### config.mk
export PLATFORM = sky130hd
export DESIGN_NAME = mips_decode_stage
export DESIGN_NICKNAME = d
export VERILOG_FILES = /design/src/rtl/mips_decode_stage.sv
export SDC_FILE = /design/constraint.sdc
export NUM_CORES = 1
export LEC_CHECK = 0
export CORE_ASPECT_RATIO = 2
export CORE_MARGIN = 1.5
export CORE_UTILIZATION = 48
export DETAILED_ROUTE_END_ITERATION = 7
export PLACE_DENSITY = 0.81
export SYNTH_ARGS = -nofsm -noshare
export SYNTH_HDL_FRONTEND = slang
export SYNTH_SLANG_ARGS = --single-unit
### constraint.sdc
create_clock -name clk -period 6.3 [get_ports clk]
set_clock_uncertainty 0.05 [all_clocks]
set_input_delay 1.89 -clock clk [delete_from_list [all_inputs] [get_ports clk]]
set_output_delay 1.89 -clock clk [all_outputs]
set_load 0.01 [all_outputs]
### src/rtl/mips_decode_stage.sv
// MIPS decode stage: one-entry output register holding decoded fields.
// Stalls MDU-class ops while a multiply/divide is still in flight.
module mips_decode_stage #(
    parameter int ENABLE_MDU = 1,
    parameter int ENABLE_EXT = 1,
    parameter int MUL_LAT    = 5,
    parameter int DIV_LAT    = 10
) (
    input  logic        clk,
    input  logic        reset,
    input  logic        in_valid,
    output logic        in_ready,
    input  logic [31:0] in_instr,
    input  logic        flush,
    output logic        out_valid,
    input  logic        out_ready,
    output logic [5:0]  out_op,
    output logic [4:0]  out_rs,
    output logic [4:0]  out_rt,
    output logic [4:0]  out_rd,
    output logic [4:0]  out_shamt,
    output logic [15:0] out_imm16,
    output logic        out_illegal,
    output logic        out_mdu_busy
);

    localparam int MAXLAT = (MUL_LAT > DIV_LAT) ? MUL_LAT : DIV_LAT;
    localparam int CW     = $clog2(MAXLAT + 1);
    localparam logic [CW-1:0] MUL_LD = CW'(MUL_LAT);
    localparam logic [CW-1:0] DIV_LD = CW'(DIV_LAT);
    localparam bit MDU_ON = (ENABLE_MDU != 0);
    localparam bit EXT_ON = (ENABLE_EXT != 0);

    logic [5:0]    opc;
    logic [5:0]    fn;
    logic [4:0]    rtf;
    logic [5:0]    dop;
    logic [CW-1:0] cnt;
    logic          mdu_in;
    logic          held_mul;
    logic          held_div;
    logic          stall;
    logic          handoff;
    logic          accept;

    assign opc = in_instr[31:26];
    assign fn  = in_instr[5:0];
    assign rtf = in_instr[20:16];

    // Opcode/funct to op index; disabled groups fall through to 0.
    always_comb begin
        dop = 6'd0;
        case (opc)
            6'h00: begin
                case (fn)
                    6'h00: dop = 6'd28;
                    6'h02: dop = 6'd29;
                    6'h03: dop = 6'd30;
                    6'h04: dop = 6'd31;
                    6'h06: dop = 6'd32;
                    6'h07: dop = 6'd33;
                    6'h08: dop = 6'd10;
                    6'h09: dop = 6'd11;
                    6'h10: dop = MDU_ON ? 6'd47 : 6'd0;
                    6'h11: dop = MDU_ON ? 6'd49 : 6'd0;
                    6'h12: dop = MDU_ON ? 6'd48 : 6'd0;
                    6'h13: dop = MDU_ON ? 6'd50 : 6'd0;
                    6'h18: dop = MDU_ON ? 6'd43 : 6'd0;
                    6'h19: dop = MDU_ON ? 6'd44 : 6'd0;
                    6'h1A: dop = MDU_ON ? 6'd45 : 6'd0;
                    6'h1B: dop = MDU_ON ? 6'd46 : 6'd0;
                    6'h20: dop = 6'd18;
                    6'h21: dop = 6'd1;
                    6'h22: dop = 6'd19;
                    6'h23: dop = 6'd2;
                    6'h24: dop = 6'd20;
                    6'h25: dop = 6'd21;
                    6'h26: dop = 6'd22;
                    6'h27: dop = 6'd23;
                    6'h2A: dop = 6'd34;
                    6'h2B: dop = 6'd37;
                    default: dop = 6'd0;
                endcase
            end
            6'h01: begin
                if (rtf == 5'd0)
                    dop = 6'd41;
                else if (rtf == 5'd1)
                    dop = 6'd42;
            end
            6'h02: dop = 6'd8;
            6'h03: dop = 6'd9;
            6'h04: dop = 6'd7;
            6'h05: dop = 6'd38;
            6'h06: dop = 6'd39;
            6'h07: dop = 6'd40;
            6'h08: dop = 6'd25;
            6'h09: dop = 6'd24;
            6'h0A: dop = 6'd35;
            6'h0B: dop = 6'd36;
            6'h0C: dop = 6'd26;
            6'h0D: dop = 6'd3;
            6'h0E: dop = 6'd27;
            6'h0F: dop = 6'd4;
            6'h1C: begin
                if (EXT_ON && fn == 6'h00)
                    dop = 6'd51;
                else if (EXT_ON && fn == 6'h20)
                    dop = 6'd52;
            end
            6'h20: dop = 6'd16;
            6'h21: dop = 6'd14;
            6'h23: dop = 6'd5;
            6'h24: dop = 6'd17;
            6'h25: dop = 6'd15;
            6'h28: dop = 6'd13;
            6'h29: dop = 6'd12;
            6'h2B: dop = 6'd6;
            6'h3F: begin
                if (EXT_ON && fn == 6'h00)
                    dop = 6'd53;
            end
            default: dop = 6'd0;
        endcase
    end

    assign mdu_in   = (dop >= 6'd43) && (dop <= 6'd51);
    assign held_mul = out_valid &&
                      (out_op == 6'd43 || out_op == 6'd44 || out_op == 6'd51);
    assign held_div = out_valid && (out_op == 6'd45 || out_op == 6'd46);
    assign stall    = mdu_in && ((cnt != '0) || held_mul || held_div);
    assign in_ready = (!out_valid || out_ready) && !flush && !stall;
    assign handoff  = out_valid && out_ready && !flush;
    assign accept   = in_valid && in_ready;
    assign out_mdu_busy = (cnt != '0);

    // Busy counter: reload on long-op handoff, otherwise count down to 0.
    always_ff @(posedge clk or negedge reset) begin
        if (!reset)
            cnt <= '0;
        else if (handoff && held_mul)
            cnt <= MUL_LD;
        else if (handoff && held_div)
            cnt <= DIV_LD;
        else if (cnt != '0)
            cnt <= cnt - 1'b1;
    end

    // Output record: load on accept, drop on flush or handoff.
    always_ff @(posedge clk or negedge reset) begin
        if (!reset) begin
            out_valid   <= 1'b0;
            out_op      <= 6'd0;
            out_illegal <= 1'b0;
            out_rs      <= 5'd0;
            out_rt      <= 5'd0;
            out_rd      <= 5'd0;
            out_shamt   <= 5'd0;
            out_imm16   <= 16'd0;
        end else if (accept) begin
            out_valid   <= 1'b1;
            out_op      <= dop;
            out_illegal <= (dop == 6'd0);
            out_rs      <= in_instr[25:21];
            out_rt      <= in_instr[20:16];
            out_rd      <= in_instr[15:11];
            out_shamt   <= in_instr[10:6];
            out_imm16   <= in_instr[15:0];
        end else if (flush || handoff) begin
            out_valid <= 1'b0;
        end
    end

endmodule

* Word level (Yosys, flattened, before mapping) *
Memory sizes are Yosys's and may differ from the RTL's.
Index checks and enable logic that the tools add are counted.

cells by class
  multiplexer cells = 11
  equal/unequal tests = 32
  reduce and logical (&&, ||, !) cells = 28
  $lt $le $gt $ge = 2
  $add $sub $neg = 1

operators with widths
  operator             count
  $pmux 6 s26          1
  $eq 6x6->1 const B   15
  $eq 6x4->1 const B   8
  $mux 6               5
  $eq 6x3->1 const B   4
  $logic_not 6->1      3
  $eq 6x2->1 const B   2
  $mux 4               3
  $logic_and 1x1->1    11
  $logic_or 1x1->1     7
  $eq 6x1->1 const B   1
  $eq 6x5->1 const B   1
  $ge 6x6->1 const B   1
  $le 6x6->1 const B   1
  $eq 5x1->1 const B   1
  $logic_not 5->1      1
  $reduce_bool 4->1    1
  $sub 4x1->4 const B  1
  $logic_not 1->1      3
  $reduce_bool 3->1    1
  $mux 1               2
  $reduce_bool 2->1    1

storage, ports and cells
  ROM bits = 384
  input bits = 37
  word-level logic and storage cells = 84
  memories kept = 1
  register bits = 48

memories
  memory            words  width  rd ports  clocked after memory_dff  write ports  RTL line  text
  (name not given)  64     6      1         0                         0            55        case (fn)

* Logic depth before layout (Yosys ltp) *
  depth in word-level cells = 11
  depth in mapped cells = 12

* Worst setup path before layout *
Ideal clock, no wire load.

  path type = input port to output port
  start point = input port in_instr[1]
  end point = output port in_ready
  cell stages on the path = 10
  path slack = 411 ps
  required time = 4360 ps
  arrival time = 3949 ps
  cells stage by stage = buf_2 -> inv_1 -> ha_1 -> mux2i_1 -> nor2_1 -> o311a_1 -> or4_4 -> a21o_1 -> a31oi_2 -> o21a_1

on the way
  longest elaborated chain between the ends = 9
  elaborated cells between the ends (all ways) = 13
  those cells by class = 2 x order compare; 1 x eq/ne; 4 x mux; 5 x reduce/logical; 1 x memory

ends and longest elaborated chain
  item                                                  RTL line  text
  from (decl)                                           13        input logic [31:0] in_instr,
  branches (longest 3 deep; another with $mem_v2 64x6)  n/a
  $pmux 6 s26 *                                         53        case (opc)
  $ge 6x6->1 or $le 6x6->1 (tied branches)              127       assign mdu_in = (dop >= 6'd43) && (dop <= 6'd51);
  $logic_and 1x1->1 *                                   127
  $logic_and 1x1->1 *                                   131       assign stall = mdu_in && ((cnt != '0) || held_mul || held_div);
  $logic_not 1->1 *                                     132       assign in_ready = (!out_valid || out_ready) && !flush && !stall;
  $logic_and 1x1->1 *                                   132
  to (decl)                                             12        output logic in_ready,

Every way passes the cells marked *.

* Final worst setup path *
  start point = input port in_instr[3]
  end point = output port in_ready

Same word-level chain as after synthesis.

==> results by group <==
Routing
  – DRC: 0
  – Average routed wire per standard cell: 16.4 um
  – Vias: 2,556
  – Via density: 5.67
  – DRT iter0 DRCs: 94
  – Post-detailed-route count of antenna-violating nets: 0
  – Wire length on met1: between 2 and 3 mm
  – Highest metal used: met4
  – DR pass1 iterations: 5
  – Routed length on met2: about 4.4 mm
  – Final WL: approximately 7.4 mm
  – Met3 wire len: 201 um

Timing
  – Unrepaired setup endpoints after global routing: false
  – Slew headroom: 0.442
  – Finish-stage setup viols: 0
  – Period Utilization, post-route: 0.987
  – Actual slew at the worst max-slew pin: 836 ps
  – Final slew viol count: 0
  – Hold Violations, Final: 0
  – Final min period: 6220 ps
  – Highest Clock Rate: 161 MHz

Global routing
  – Grt ovf: 0
  – Vias in the first global route: ~2.6k
  – Global-route wire length before repair: 11.9 mm
  – Largest net degree at the start of global routing: 39
  – GRT Overall Usage: 0.246
  – Initial antenna violation count: 0

Cells and area
  – Nets: 436
  – Reg area: ~950 um2
  – Layout cell share with drive strength beyond 1: 0.271
  – Fin cells: 451
  – Synth-to-layout area growth: 44.3%
  – Finished Cell Area: 3970 um2
  – Layout Utilization: 0.726
  – Area of the multi-input gates: 1580 um2
  – N_diodes: 0
  – Fillers: 420

Yosys
  – Sequential share of the synthesized area: 0.346
  – Largest area contributor in the netlist: dfrtp_1
  – Cells after synthesis: 275
  – Top cell type's share of synthesized area: 0.346
  – Yosys warns: 0
  – Top_reg_cell synth: dfrtp_1
  – Synth top area cells: dfrtp_1 (35%), mux2_4 (15%), ha_1 (3.6%), buf_4 (3.3%), mux2_2 (2.9%)
  – Mapped cell area: between 2000 and 3000 um2
  – Synth cell count leaders: dfrtp_1 (38), mux2_4 (27), a21oi_1 (15), nor2_1 (15), nor3_1 (13)
  – Post-synth cell types: 59
  – #FFs+latches synth: 38
  – Count leader, synth: dfrtp_1
  – Syn nets: 320
  – Post-synth ARST share: 1.00
  – Post-synth EDFFs: 0
  – Avg Cell Area, Syn: between 10 and 15 um2

CTS
  – TritonCTS clock tree: yes
  – Clock sink total: 38
  – Worst-skew pair later-pin latency: roughly 280 ps
  – Max clock buf depth: 2
  – Clk root buf: clkbuf_8
  – CTS buffer count: 5
  – Clock transition at path regs: ~70 ps
  – Postcts setup bufs: 0
  – H-tree depth: 2

Critical path
  – Cells on worst reg2reg path: 9
  – Setup crit end kind: primary output
  – Setup Crit Path Kind: input pin to primary output
  – CP Launch Type: input pin
  – CP Max Fanout: 7
  – Worst R2R Setup Slack: 3830 ps
  – Crit path DAT: 4280 ps
  – Worst Path Required: 4360 ps

Run
  – MaxCap Viol Count: 0

Pwr
  – Clock network fraction of total power: 0.182
  – Net Sw Frac: 0.306
  – Lkg Pwr: 0.00183 uW
  – VDD IR max: 0.000231 V
  – Comb power frac: 0.429
  – Share of power burned in registers: 0.389
  – Pwr per Cell Area: 214 nW/um2
  – Switch Pwr: 260 uW
  – Cell internal pwr: 589 uW

Worst hold path
  – Hold depth: 1
  – HP Class: flop to flop

Floorplan
  – IO Count: 83
  – Initial Utilization: 0.503
  – Rows: 38
  – Height of the die: 110 um
  – Core Area: 5470 um2
  – Die width: 56.5 um
  – Die ar.: 6220 um2

Placed design
  – Post-placement cell count: 444
  – Placed Area: 3880 um2
  – RePlAce Congestion: ~0.85
  – Final HPWL DP: 5.91 mm
  – PortBufs: 82

Status
  – Status: finished, final reports clean
-- kinds of logic (layout without fill, tap and decap cells) --
group	Yosys count	count (layout)	share of synthesized area
mux	37	37	0.187
buf+inv	39	155	0.0846
xor+xnor	3	3	0.00956
flops	38	38	0.346
compound gates	61	61	0.153
fa+ha+maj	8	8	0.0364
simple gates	89	89	0.184
-- layout make-up --
type,count,share of cell area
Clock buffer,7,0.0192
Sequential cell,38,0.240
Timing Repair Buffer,137,0.313
Inverter,11,0.0104
Tap cell,60,0.0189
Multi-Input combinational cell,198,0.398
-- routing by layer --
layer  vias to the layer above  global-route usage
met5                         -                   0
met3                        22              0.0163
met1                      1243               0.230
li1                       1220                   -
met4                         0               0.160
met2                        71               0.491
-- cells in the final DEF (no fill, tap or decap), types with 2 or more instances in the layout --
master	count
ha_1	7
nor4b_1	2
and3_1	2
nand2b_1	11
buf_4	54
nor2_1	14
mux2i_1	3
o211ai_1	2
o31ai_1	2
and2_1	2
a31oi_1	5
nand4_1	3
and3b_1	2
dfrtp_1	38
nand3_1	5
a211oi_1	4
mux2_2	7
or2_2	2
clkbuf_8	5
nor2b_1	11
o21ai_0	10
clkdlybuf4s50_1	78
xor2_1	2
nand3b_1	2
nor4_1	2
nor3_1	13
o21a_1	2
nand2_1	9
o21bai_1	2
clkbuf_1	2
a21oi_1	15
a21o_1	2
mux2_4	27
inv_1	11
-- stage by stage --
| stage | setup TNS [ps] | hold slack (ps) | total power, uW | worst slack (ps) |
|---|---|---|---|---|
| 2_1_floorplan | 0 | 468 | 525 | 411 |
| 3_3_place_gp | -448 | 409 | 687 | -448 |
| 3_5_place_dp | -487 | 415 | 699 | -487 |
| 4_1_cts | 0 | 431 | 856 | 19.0 |
| 5_1_grt | 0 | 472 | 895 | 4.20 |
| 6_report | 0 | 430 | 849 | 83.3 |
-- power groups by stage --
stage                     sequential (uW)  combinational (uW)  clock [uW]
after floorplan                       346                 179           0
after global placement                332                 355           0
after detailed placement              334                 365           0
after CTS                             330                 366         160
after global routing                  337                 391         167
final                                 330                 364         154
-- worst paths after layout --
check	from	endpoint
worst min-delay path	out_illegal	out_illegal
worst min register to register	out_illegal	out_illegal
min in group asynchronous	reset	out_rd[1]
worst max register to register	cnt[0]	out_rd[1]
max in group asynchronous	reset	out_imm16[1]
worst max-delay path	in_instr[3]	in_ready
-- what timing repair did --
action / CTS / global route
endpoints found under the setup margin: 1 / 1
resized for setup: 5 / 6
pin swaps: 3 / 2
hold buffers: 0 / 0
-- worst max-delay path, stage by stage --
cell	delay (ps)
clkdlybuf4s50_1	540
buf_4	220
or3b_2	500
a21oi_1	210
o31ai_1	140
o2111ai_1	200
buf_4	180
a31oi_2	90
o21a_1	190
buf_6	120
-- flip-flops by register name, indices dropped and copies added, names as in the netlist --
signal and flops:
cnt 4, out_illegal 1, out_imm16 7, out_op 6
out_rd 5, out_rs 5, out_rt 5, out_shamt 4
out_valid 1
(Power assumes the default switching activity.)
